**src/rtl/execute_stage.sv**
```systemverilog
// RV32I execute stage: operand forwarding, ALU/branch unit, EX/MEM register.
// Define EXEC_MUL_EN to add the iterative shift-add multiplier that stalls the front end.
module execute_stage #(
   parameter int XLEN = 32,
   parameter int RA_W = 5
) (
   input  logic            clk,
   input  logic            rst,
   input  logic            RegWriteE,
   input  logic            MemWriteE,
   input  logic            JumpE,
   input  logic            BranchE,
   input  logic            ALUSrcE,
   input  logic [1:0]      ResultSrcE,
   input  logic [2:0]      Funct3E,
   input  logic [3:0]      ALUControlE,
   input  logic [XLEN-1:0] RD1E,
   input  logic [XLEN-1:0] RD2E,
   input  logic [XLEN-1:0] PCE,
   input  logic [XLEN-1:0] ImmExtE,
   input  logic [XLEN-1:0] PCPlus4E,
   input  logic [RA_W-1:0] RdE,
   input  logic [1:0]      ForwardAE,
   input  logic [1:0]      ForwardBE,
   input  logic [XLEN-1:0] ResultW,
   input  logic            FlushE,
   output logic            PCSrcE,
   output logic [XLEN-1:0] PCTargetE,
   output logic            StallE,
   output logic            RegWriteM,
   output logic            MemWriteM,
   output logic [1:0]      ResultSrcM,
   output logic [RA_W-1:0] RdM,
   output logic [XLEN-1:0] ALUResultM,
   output logic [XLEN-1:0] WriteDataM,
   output logic [XLEN-1:0] PCPlus4M
);

   localparam int SH_W = $clog2(XLEN);

   logic [XLEN-1:0]        src_a, src_b, write_data, alu_res;
   logic signed [XLEN-1:0] src_a_s, src_b_s;
   logic                   eq, lt_s, lt_u, taken, is_mul;
   logic                   mul_done;
   logic [XLEN-1:0]        mul_res;
   logic [SH_W-1:0]        shamt;

   always_comb begin
      case (ForwardAE)
         2'b01:   src_a = ResultW;
         2'b10:   src_a = ALUResultM;
         default: src_a = RD1E;
      endcase
      case (ForwardBE)
         2'b01:   write_data = ResultW;
         2'b10:   write_data = ALUResultM;
         default: write_data = RD2E;
      endcase
   end

   assign src_b   = ALUSrcE ? ImmExtE : write_data;
   assign src_a_s = src_a;
   assign src_b_s = src_b;
   assign shamt   = src_b[SH_W-1:0];
   assign eq      = (src_a == src_b);
   assign lt_s    = (src_a_s < src_b_s);
   assign lt_u    = (src_a < src_b);
   assign is_mul  = (ALUControlE == 4'b1010);

   always_comb begin
      alu_res = '0;
      case (ALUControlE)
         4'b0000: alu_res = src_a + src_b;
         4'b0001: alu_res = src_a - src_b;
         4'b0010: alu_res = src_a & src_b;
         4'b0011: alu_res = src_a | src_b;
         4'b0100: alu_res = src_a ^ src_b;
         4'b0101: alu_res = {{(XLEN-1){1'b0}}, lt_s};
         4'b0110: alu_res = {{(XLEN-1){1'b0}}, lt_u};
         4'b0111: alu_res = src_a << shamt;
         4'b1000: alu_res = src_a >> shamt;
         4'b1001: alu_res = src_a_s >>> shamt;
         4'b1010: alu_res = mul_done ? mul_res : '0;
         default: alu_res = '0;
      endcase
   end

   always_comb begin
      case (Funct3E)
         3'b000:  taken = eq;
         3'b001:  taken = !eq;
         3'b100:  taken = lt_s;
         3'b101:  taken = !lt_s;
         3'b110:  taken = lt_u;
         3'b111:  taken = !lt_u;
         default: taken = 1'b0;
      endcase
   end

   assign PCSrcE    = !FlushE && (JumpE || (BranchE && taken));
   assign PCTargetE = PCE + ImmExtE;

`ifdef EXEC_MUL_EN
   typedef enum logic [1:0] {IDLE, BUSY, DONE} mul_state_e;

   mul_state_e      state_q, state_d;
   logic [XLEN-1:0] ma_q, ma_d, mb_q, mb_d, acc_q, acc_d;
   logic [SH_W-1:0] cnt_q, cnt_d;
   logic            stall;

   always_ff @(posedge clk or negedge rst) begin
      if (!rst) state_q <= IDLE;
      else      state_q <= state_d;
   end

   // Operand/accumulator registers need no reset: they are only read in BUSY/DONE.
   always_ff @(posedge clk) begin
      ma_q  <= ma_d;
      mb_q  <= mb_d;
      acc_q <= acc_d;
      cnt_q <= cnt_d;
   end

   always_comb begin
      state_d  = state_q;
      ma_d     = ma_q;
      mb_d     = mb_q;
      acc_d    = acc_q;
      cnt_d    = cnt_q;
      stall    = 1'b0;
      mul_done = 1'b0;
      case (state_q)
         IDLE: begin
            if (is_mul && !FlushE) begin
               stall   = 1'b1;
               ma_d    = src_a;
               mb_d    = src_b;
               acc_d   = '0;
               cnt_d   = SH_W'(XLEN - 1);
               state_d = BUSY;
            end
         end
         BUSY: begin
            stall = 1'b1;
            if (mb_q[0]) acc_d = acc_q + ma_q;
            ma_d  = ma_q << 1;
            mb_d  = mb_q >> 1;
            cnt_d = cnt_q - 1'b1;
            if (cnt_q == '0) state_d = DONE;
         end
         DONE: begin
            mul_done = 1'b1;
            state_d  = IDLE;
         end
         default: state_d = IDLE;
      endcase
      if (FlushE) begin
         state_d = IDLE;
         stall   = 1'b0;
      end
   end

   // Gate with reset so an asserted reset releases the hazard unit immediately.
   assign StallE  = stall && rst;
   assign mul_res = acc_q;
`else
   assign StallE   = 1'b0;
   assign mul_done = 1'b0;
   assign mul_res  = '0;
`endif

   always_ff @(posedge clk or negedge rst) begin
      if (!rst) begin
         RegWriteM  <= 1'b0;
         MemWriteM  <= 1'b0;
         ResultSrcM <= '0;
         RdM        <= '0;
         ALUResultM <= '0;
         WriteDataM <= '0;
         PCPlus4M   <= '0;
      end else if (FlushE || StallE) begin
         RegWriteM  <= 1'b0;
         MemWriteM  <= 1'b0;
         ResultSrcM <= '0;
         RdM        <= '0;
         ALUResultM <= '0;
         WriteDataM <= '0;
         PCPlus4M   <= '0;
      end else begin
         RegWriteM  <= RegWriteE;
         MemWriteM  <= MemWriteE;
         ResultSrcM <= ResultSrcE;
         RdM        <= RdE;
         ALUResultM <= alu_res;
         WriteDataM <= write_data;
         PCPlus4M   <= PCPlus4E;
      end
   end

endmodule
```
**config.mk**
```make
export PLATFORM = sky130hd
export DESIGN_NAME = execute_stage
export DESIGN_NICKNAME = d
export VERILOG_FILES = /design/src/rtl/execute_stage.sv
export SDC_FILE = /design/constraint.sdc
export NUM_CORES = 1
export LEC_CHECK = 0
export BUFFER_PORTS_ARGS = -buffer_cell sky130_fd_sc_hd__buf_2
export CORE_MARGIN = 2
export CORE_UTILIZATION = 35
export DETAILED_ROUTE_END_ITERATION = 12
export PLACE_DENSITY = 0.6
export SKIP_LAST_GASP = 1
export SLEW_MARGIN = 40
export SYNTH_ARGS = -nofsm -noshare
export SYNTH_HDL_FRONTEND = slang
export SYNTH_SLANG_ARGS = --single-unit
export TNS_END_PERCENT = 50
```
**constraint.sdc**
```tcl
create_clock -name clk -period 6.6 [get_ports clk]
set_input_delay 0.33 -clock clk [delete_from_list [all_inputs] [get_ports clk]]
set_output_delay 0.33 -clock clk [all_outputs]
set_load 0.005 [all_outputs]
```
==> summary.txt, run 1 <==
Floorplan
  – Placement Rows: 76
  – Initial Util: 35.3%
  – Io pins: 357
  – Die Area: 45,100 um2
  – Core area: 43,000 um2
  – Die Ht: 212 um
  – Die X: 212 um

Clocking
  – Worst skew pair latency: 0.39 ns
  – CTS H-tree depth: 3
  – Clock sink total: 105
  – Clock-pin slew on the worst setup and hold paths: 0.08 ns
  – Root Buffer: clkbuf_16
  – CTS tree: done
  – CTS Buffer Depth: 2
  – Num CTS Buffers: 9

Placed design
  – Port Buffers: 355
  – Hpwl dp: 62.9 mm
  – Gpl congestion: 1.03
  – Area post-placement: 17,500 um2

Critical path
  – CP startpoint: ForwardAE[0]
  – CP Class: in2out
  – CP arrival: 5.32 ns
  – Setup crit start kind: input pin
  – Critical Path Sink: PCSrcE
  – End of the worst register-to-register path: ALUResultM[24]$_DFF_PN0_
  – Crit path required time: 6.27 ns
  – R2r setup slk: 1.91 ns
  – Reg2reg start: ALUResultM[0]$_DFF_PN0_
  – Largest fanout on the critical path: 32
  – Worst R2R Path Depth: 13
  – Crit end category: output pin

GRT
  – Overflow after GRT: 0
  – GR Util All Layers: 34.1%
  – Initial antenna violation count: 5
  – Pin count of the biggest net entering global routing: 77
  – First-pass GRT wire length: 114 mm
  – Vias in the first global route: 17,200

Yosys
  – Post-synth cell types: 78
  – Synthesized cell area: 15,200 um2
  – Post-synth ARST share: 100%
  – YS warnings: 0
  – Synth Area per Inst: 7.27 um2
  – Most common flop cell mapped by yosys: dfrtp_1
  – Mapped Nets: 2,446
  – Gate Count Post-Synth: 2,089
  – Yosys reg bits: 105
  – Post-synth EDFFs: 0
  – Post-synthesis sequential area ratio: 17.3%

Routing
  – Drt wl/cell: 27.1 um
  – Drt pass-1 iters: 8
  – Total wire length: 79.8 mm
  – DRC Markers: 0
  – Initial drt markers: 2,609
  – Antenna Nets Post-Route: 0
  – DR vias/cell: 6.28
  – Via count: 18,500

Timing
  – # setup viols final: 0
  – Final Hold Fails: 0
  – Relative slew slack: 33.4%
  – Final period util: 85.5%
  – RSZ-0062 raised after global routing: false
  – Tmin final: 5.65 ns
  – Fmax: 177 MHz
  – Setup Skew: 0.0234 ns
  – Worst slew pin tran: 0.974 ns
  – Max Transition Viols Final: 0
  – Post-route setup TNS: 0 ns

Status
  – Status: finished clean

Power
  – P per Cell Area: 189 nW/um2
  – Int Power: 1.66 mW
  – Clock share of power: 16.5%
  – Leakage power: 8.26 nW
  – Combinational share of power: 62.2%
  – Worst vdd ir: 0.145 mV
  – Flop pwr share: 21.3%
  – NetSw: 1.70 mW
  – Sw Ratio: 50.6%

Hold path
  – Hold WC Path Type: in2reg
  – WHS Path Cells: 2

Job
  – MaxCap Viol Count: 0

Final layout
  – Most frequent cells in the layout: buf_2, nand2_1, o21ai_0
  – Most common cell after layout, fill and taps aside: buf_2
  – Final instance area: 17,800 um2
  – Area growth syn-to-layout: 17.4%
  – NumNets Final: 2,711
  – Share of layout cells above drive strength 1: 20.4%
[layout make-up]
cell class              instances  area (um2)
diodes                          5        12.5
clock buffers                   9         225
clock inverters                 6        52.6
fillers                      4525       25200
inverters                     115         432
multi-input cells            1718       11600
flip-flops and latches        105        2630
well taps                     585         732
repair buffers                405        2170
[cells by family after synthesis]
group	after synthesis	share of synthesized area (%)
simple gates	651	19.6
xor+xnor	52	3.00
fa+ha+maj	139	11.6
other cells	1	0.0247
compound gates	722	31.2
mux	153	10.3
flops	105	17.3
buf+inv	266	7.04
[layer usage]
metal | routed length (um) | share of wire [%] | global-route usage (%)
met1 | 31400 | 39 | 43.8
met2 | 36000 | 45 | 54.5
met3 | 8650 | 11 | 7.16
met4 | 3650 | 4.6 | 16.2
met5 | 0 | 0 | 0
[synth_stat cells (all sizes together), types with 6 or more instances]
| cell type | instances | area (um2) |
|---|---|---|
| nand3 | 46 | 230 |
| a31oi | 36 | 225 |
| o311ai | 9 | 78.8 |
| mux2 | 26 | 293 |
| nand2 | 213 | 800 |
| o31ai | 16 | 120 |
| a2111oi | 8 | 70.1 |
| o22ai | 11 | 68.8 |
| o211ai | 30 | 225 |
| and3 | 14 | 87.6 |
| nor3 | 50 | 250 |
| inv | 111 | 417 |
| buf | 46 | 244 |
| a22oi | 56 | 420 |
| o2111ai | 7 | 61.3 |
| o21a | 9 | 67.6 |
| nand4 | 9 | 56.3 |
| o21bai | 12 | 90.1 |
| nor4 | 16 | 100 |
| mux2i | 127 | 1270 |
| o21ai | 215 | 1080 |
| and2 | 6 | 37.5 |
| xor2 | 10 | 87.6 |
| or2 | 8 | 50.1 |
| nand2b | 13 | 81.3 |
| a21boi | 6 | 45.0 |
| a221o | 37 | 370 |
| or3 | 13 | 81.3 |
| o221ai | 12 | 105 |
| nor2 | 192 | 721 |
| a221oi | 22 | 210 |
| dfrtp | 105 | 2630 |
| xnor2 | 42 | 368 |
| nor2b | 54 | 338 |
| clkbuf | 105 | 394 |
| ha | 136 | 1700 |
| a211oi | 29 | 218 |
| a21o | 24 | 180 |
| a21oi | 138 | 691 |
[power by group through the flow]
stage,clock network [mW],registers [mW],logic [mW]
after global placement,0,0.726,2.00
after CTS,0.564,0.714,2.01
after global routing,0.580,0.718,2.22
after floorplan,0,0.721,1.27
final,0.556,0.715,2.09
after detailed placement,0,0.726,2.00
[per-stage QoR]
stage	utilization, %	instances	hold WS (ns)	setup WS (ns)	power, mW
final	41.5	2948	0.163	0.954	3.36
after global routing	41.5	2948	0.172	0.692	3.52
after CTS	41.4	2943	0.156	1.10	3.29
after detailed placement	40.8	2927	0.360	1.15	2.73
after global placement	40.7	2926	0.348	0.832	2.73
after floorplan	-	2089	0.0344	1.97	1.99
[critical path, cell delays in order]
cell	delay [ns]
buf_2	0.11
inv_1	0.06
ha_2	0.66
a22oi_1	0.18
o21ai_0	0.68
inv_1	0.21
ha_1	0.28
inv_1	0.08
fa_1	0.18
nor2b_1	0.12
o21ai_0	0.17
a21oi_1	0.34
o21ba_2	0.24
o21ai_0	0.19
a211oi_1	0.52
o21ai_0	0.37
mux2i_1	0.20
a211oi_1	0.21
buf_2	0.15
[flip-flops by register name (all words and copies together), names as in the netlist]
register    count
PCPlus4M       32
RegWriteM       1
RdM             5
MemWriteM       1
WriteDataM     32
ALUResultM     32
ResultSrcM      2
[timing repair]
action | 4_1_cts | 5_1_grt
buffers inserted | 0 | 0
hold buffers | 1 | 0
endpoints found under the hold margin | 43 | 0
setup endpoints to repair | 0 | 0
resized for setup | 0 | 0
[worst min path at each step]
stage               slack (ns)          from                 endpoint
CTS                       0.16   PCPlus4E[9]    PCPlus4M[9]$_DFF_PN0_
finish                    0.16  PCPlus4E[12]   PCPlus4M[12]$_DFF_PN0_
global placement          0.35           rst         RdM[2]$_DFF_PN0_
detailed placement        0.36           rst         RdM[3]$_DFF_PN0_
floorplan                 0.03           rst  ALUResultM[0]$_DFF_PN0_
global route              0.17        RdE[0]         RdM[0]$_DFF_PN0_
No activity file was read; power rests on OpenSTA's default activity.
==> inputs of run 2 (changes only) <==
Settings changed: PLACE_DENSITY 0.6 to 0.52.
==> summary.txt, run 2 (same netlist as run 1, synthesis figures left out) <==
Routing
  – DRC Markers: 0 (unchanged)
  – Antenna Nets Post-Route: 0 (unchanged)
  – Initial drt markers: 2,435 (was 2,609)
  – Drt pass-1 iters: 7 (was 8)
  – Total wire length: 82.2 mm (was 79.8 mm)
  – Drt wl/cell: 27.8 um (was 27.1 um)
  – Via count: 18,400 (was 18,500)
  – DR vias/cell: 6.23 (was 6.28)

Final layout
  – Area growth syn-to-layout: 18.0% (was 17.4%)
  – Most frequent cells in the layout: buf_2, nand2_1, o21ai_0 (unchanged)
  – Regs by FF count: ALUResultM: 32 flops, PCPlus4M: 32 flops, WriteDataM: 32 flops (unchanged)
  – NumNets Final: 2,717 (was 2,711)
  – Share of layout cells above drive strength 1: 20.7% (was 20.4%)
  – Most common cell after layout, fill and taps aside: buf_2 (unchanged)

Clocking
  – CTS Buffer Depth: 2 (unchanged)
  – Worst skew pair latency: 0.40 ns (was 0.39 ns)
  – Setup Fix Bufs, Post-CTS: 0 (unchanged)
  – Root Buffer: clkbuf_16 (unchanged)
  – Post-cts sizing count: 0 (unchanged)
  – Clock-pin slew on the worst setup and hold paths: 0.09 ns (was 0.08 ns)
  – CTS H-tree depth: 3 (unchanged)
  – Num CTS Buffers: 9 (unchanged)
  – Clock sink total: 105 (unchanged)
  – CTS tree: done (unchanged)

Critical path
  – Crit path required time: 6.27 ns (about the same)
  – Delay of the slowest critical-path stage: 0.77 ns (was 0.68 ns)
  – CP Class: in2out (unchanged)
  – Worst path top cell family by delay: compound AO/OA/AOI/OAI gates (unchanged)
  – Crit path top cell by count: o21ai_0 (unchanged)
  – Slowest stage cell, crit path: o21ai_0 (unchanged)
  – CP Cell Sequence: buf_2, inv_1, ha_1, a22oi_1, o21ai_0, inv_1, ha_1, inv_1, fa_1, nor2b_1, o21ai_0, a21oi_1, o21ba_2, o21ai_0, a211oi_1, o21ai_0, mux2i_1, a211oi_1, buf_2 (was buf_2, inv_1, ha_2, a22oi_1, o21ai_0, inv_1, ha_1, inv_1, fa_1, nor2b_1, o21ai_0, a21oi_1, o21ba_2, o21ai_0, a211oi_1, o21ai_0, mux2i_1, a211oi_1, buf_2)
  – CP arrival: 5.14 ns (was 5.32 ns)
  – Largest fanout on the critical path: 14 (was 32)
  – Setup crit start kind: input pin (unchanged)
  – R2r setup slk: 1.50 ns (was 1.91 ns)
  – Buf/Inv on CP: 5 (unchanged)
  – Crit end category: output pin (unchanged)

Power
  – P per Cell Area: 190 nW/um2 (was 189 nW/um2)
  – Leakage power: 8.31 nW (was 8.26 nW)
  – Worst vdd ir: 0.141 mV (was 0.145 mV)

Timing
  – RSZ-0062 raised after global routing: false (unchanged)
  – Final period util: 82.9% (was 85.5%)
  – Final Hold Fails: 0 (unchanged)
  – Relative slew slack: 33.9% (was 33.4%)
  – Hold slack: 0.147 ns (was 0.163 ns)
  – Fmax: 183 MHz (was 177 MHz)
  – Post-route setup TNS: 0 ns (unchanged)
  – # setup viols final: 0 (unchanged)
  – Max Transition Viols Final: 0 (unchanged)
  – Worst slew pin tran: 0.979 ns (was 0.974 ns)
  – Tmin final: 5.47 ns (was 5.65 ns)
  – Setup Skew: 0.0167 ns (was 0.0234 ns)

Floorplan
  – Core area: 43,000 um2 (unchanged)
  – Die X: 212 um (unchanged)
  – Placement Rows: 76 (unchanged)
  – Initial Util: 35.3% (unchanged)
  – Die Area: 45,100 um2 (unchanged)
  – Io pins: 357 (unchanged)
  – Die Ht: 212 um (unchanged)

Placed design
  – Hpwl dp: 66.0 mm (was 62.9 mm)
  – Port Buffers: 355 (unchanged)
  – Gpl congestion: 1.06 (was 1.03)

GRT
  – Pin count of the biggest net entering global routing: 75 (was 77)
  – First-pass GRT wire length: 118 mm (was 114 mm)
  – Overflow after GRT: 0 (unchanged)
  – Initial antenna violation count: 10 (was 5)
  – GR Util All Layers: 35.3% (was 34.1%)
  – Vias in the first global route: 17,400 (was 17,200)

Job
  – MaxCap Viol Count: 0 (unchanged)

Status
  – Status: finished clean (unchanged)

Hold path
  – Hold WC Path Type: in2reg (unchanged)
==> run 2: changes by cell type in the layout (fill, tap and decap cells not counted), sizes merged <==
cell / change
diode: +2
buf: +6
clkinvlp: -3
clkinv: +4
==> run 2: routing by layer <==
layer / share of wire [%] / GRT usage [%] / vias to the layer above / wire length, um
met1: 41 / 47.1 / 8808 / 33800
met2: 44 / 54.3 / 1200 / 35800
met3: 11 / 7.61 / 202 / 8680
met4: 4.6 / 16.4 / 4 / 3820
met5: 0.038 / 0 / - / 31
li1: - / - / 8196 / -
==> run 2: worst register-to-register path, delay by kind of cell (launching register included) <==
kind,cells,cell delay [ns]
AOI/OAI and AO/OA,8,3.34
adders and majority gates,2,0.70
DFF,1,0.47
and+or+nand+nor,2,0.43
==> run 2: timing repair <==
action	4_1_cts	5_1_grt
endpoints found under the setup margin	0	0
hold endpoints to repair	51	0
hold buffers	1	0
==> run 2: cell type report <==
| class | count | area, um2 |
|---|---|---|
| diodes | 7 | 17.5 |
| clock buffers | 9 | 225 |
| clock inverters | 7 | 80.1 |
| fillers | 4584 | 25100 |
| inverters | 115 | 433 |
| multi-input cells | 1718 | 11600 |
| flip-flops and latches | 105 | 2630 |
| well taps | 585 | 732 |
| repair buffers | 411 | 2220 |
==> run 2: power by group <==
part	internal (mW)	leakage (nW)	switching, mW
logic	0.725	6.78	1.38
clock network	0.271	0.146	0.317
registers	0.685	1.39	0.0313
total	1.68	8.31	1.73
==> run 2: worst paths after layout <==
path / from / endpoint / depth (start not counted)
worst max-delay path: ForwardAE[1] / PCSrcE / 19
min in group asynchronous: rst / ResultSrcM[1]$_DFF_PN0_ / 2
worst max register to register: ALUResultM[0]$_DFF_PN0_ / ALUResultM[20]$_DFF_PN0_ / 12
max in group asynchronous: rst / WriteDataM[23]$_DFF_PN0_ / 3
worst min register to register: ALUResultM[9]$_DFF_PN0_ / WriteDataM[9]$_DFF_PN0_ / 3
worst min-delay path: PCPlus4E[29] / PCPlus4M[29]$_DFF_PN0_ / 2
==> run 2: through the flow <==
stage | total power, mW | std cells | cell area (um2) | setup slack (ns) | util [%]
detailed placement | 2.74 | 2932 | 17600 | 1.01 | 40.8
global route | 3.58 | 2957 | 17900 | 1.01 | 41.7
global placement | 2.75 | 2932 | 17500 | 0.256 | 40.7
CTS | 3.34 | 2949 | 17900 | 1.12 | 41.6
finish | 3.41 | 2957 | 17900 | 1.13 | 41.7
floorplan | 1.99 | 2089 | 15200 | 1.97 | -
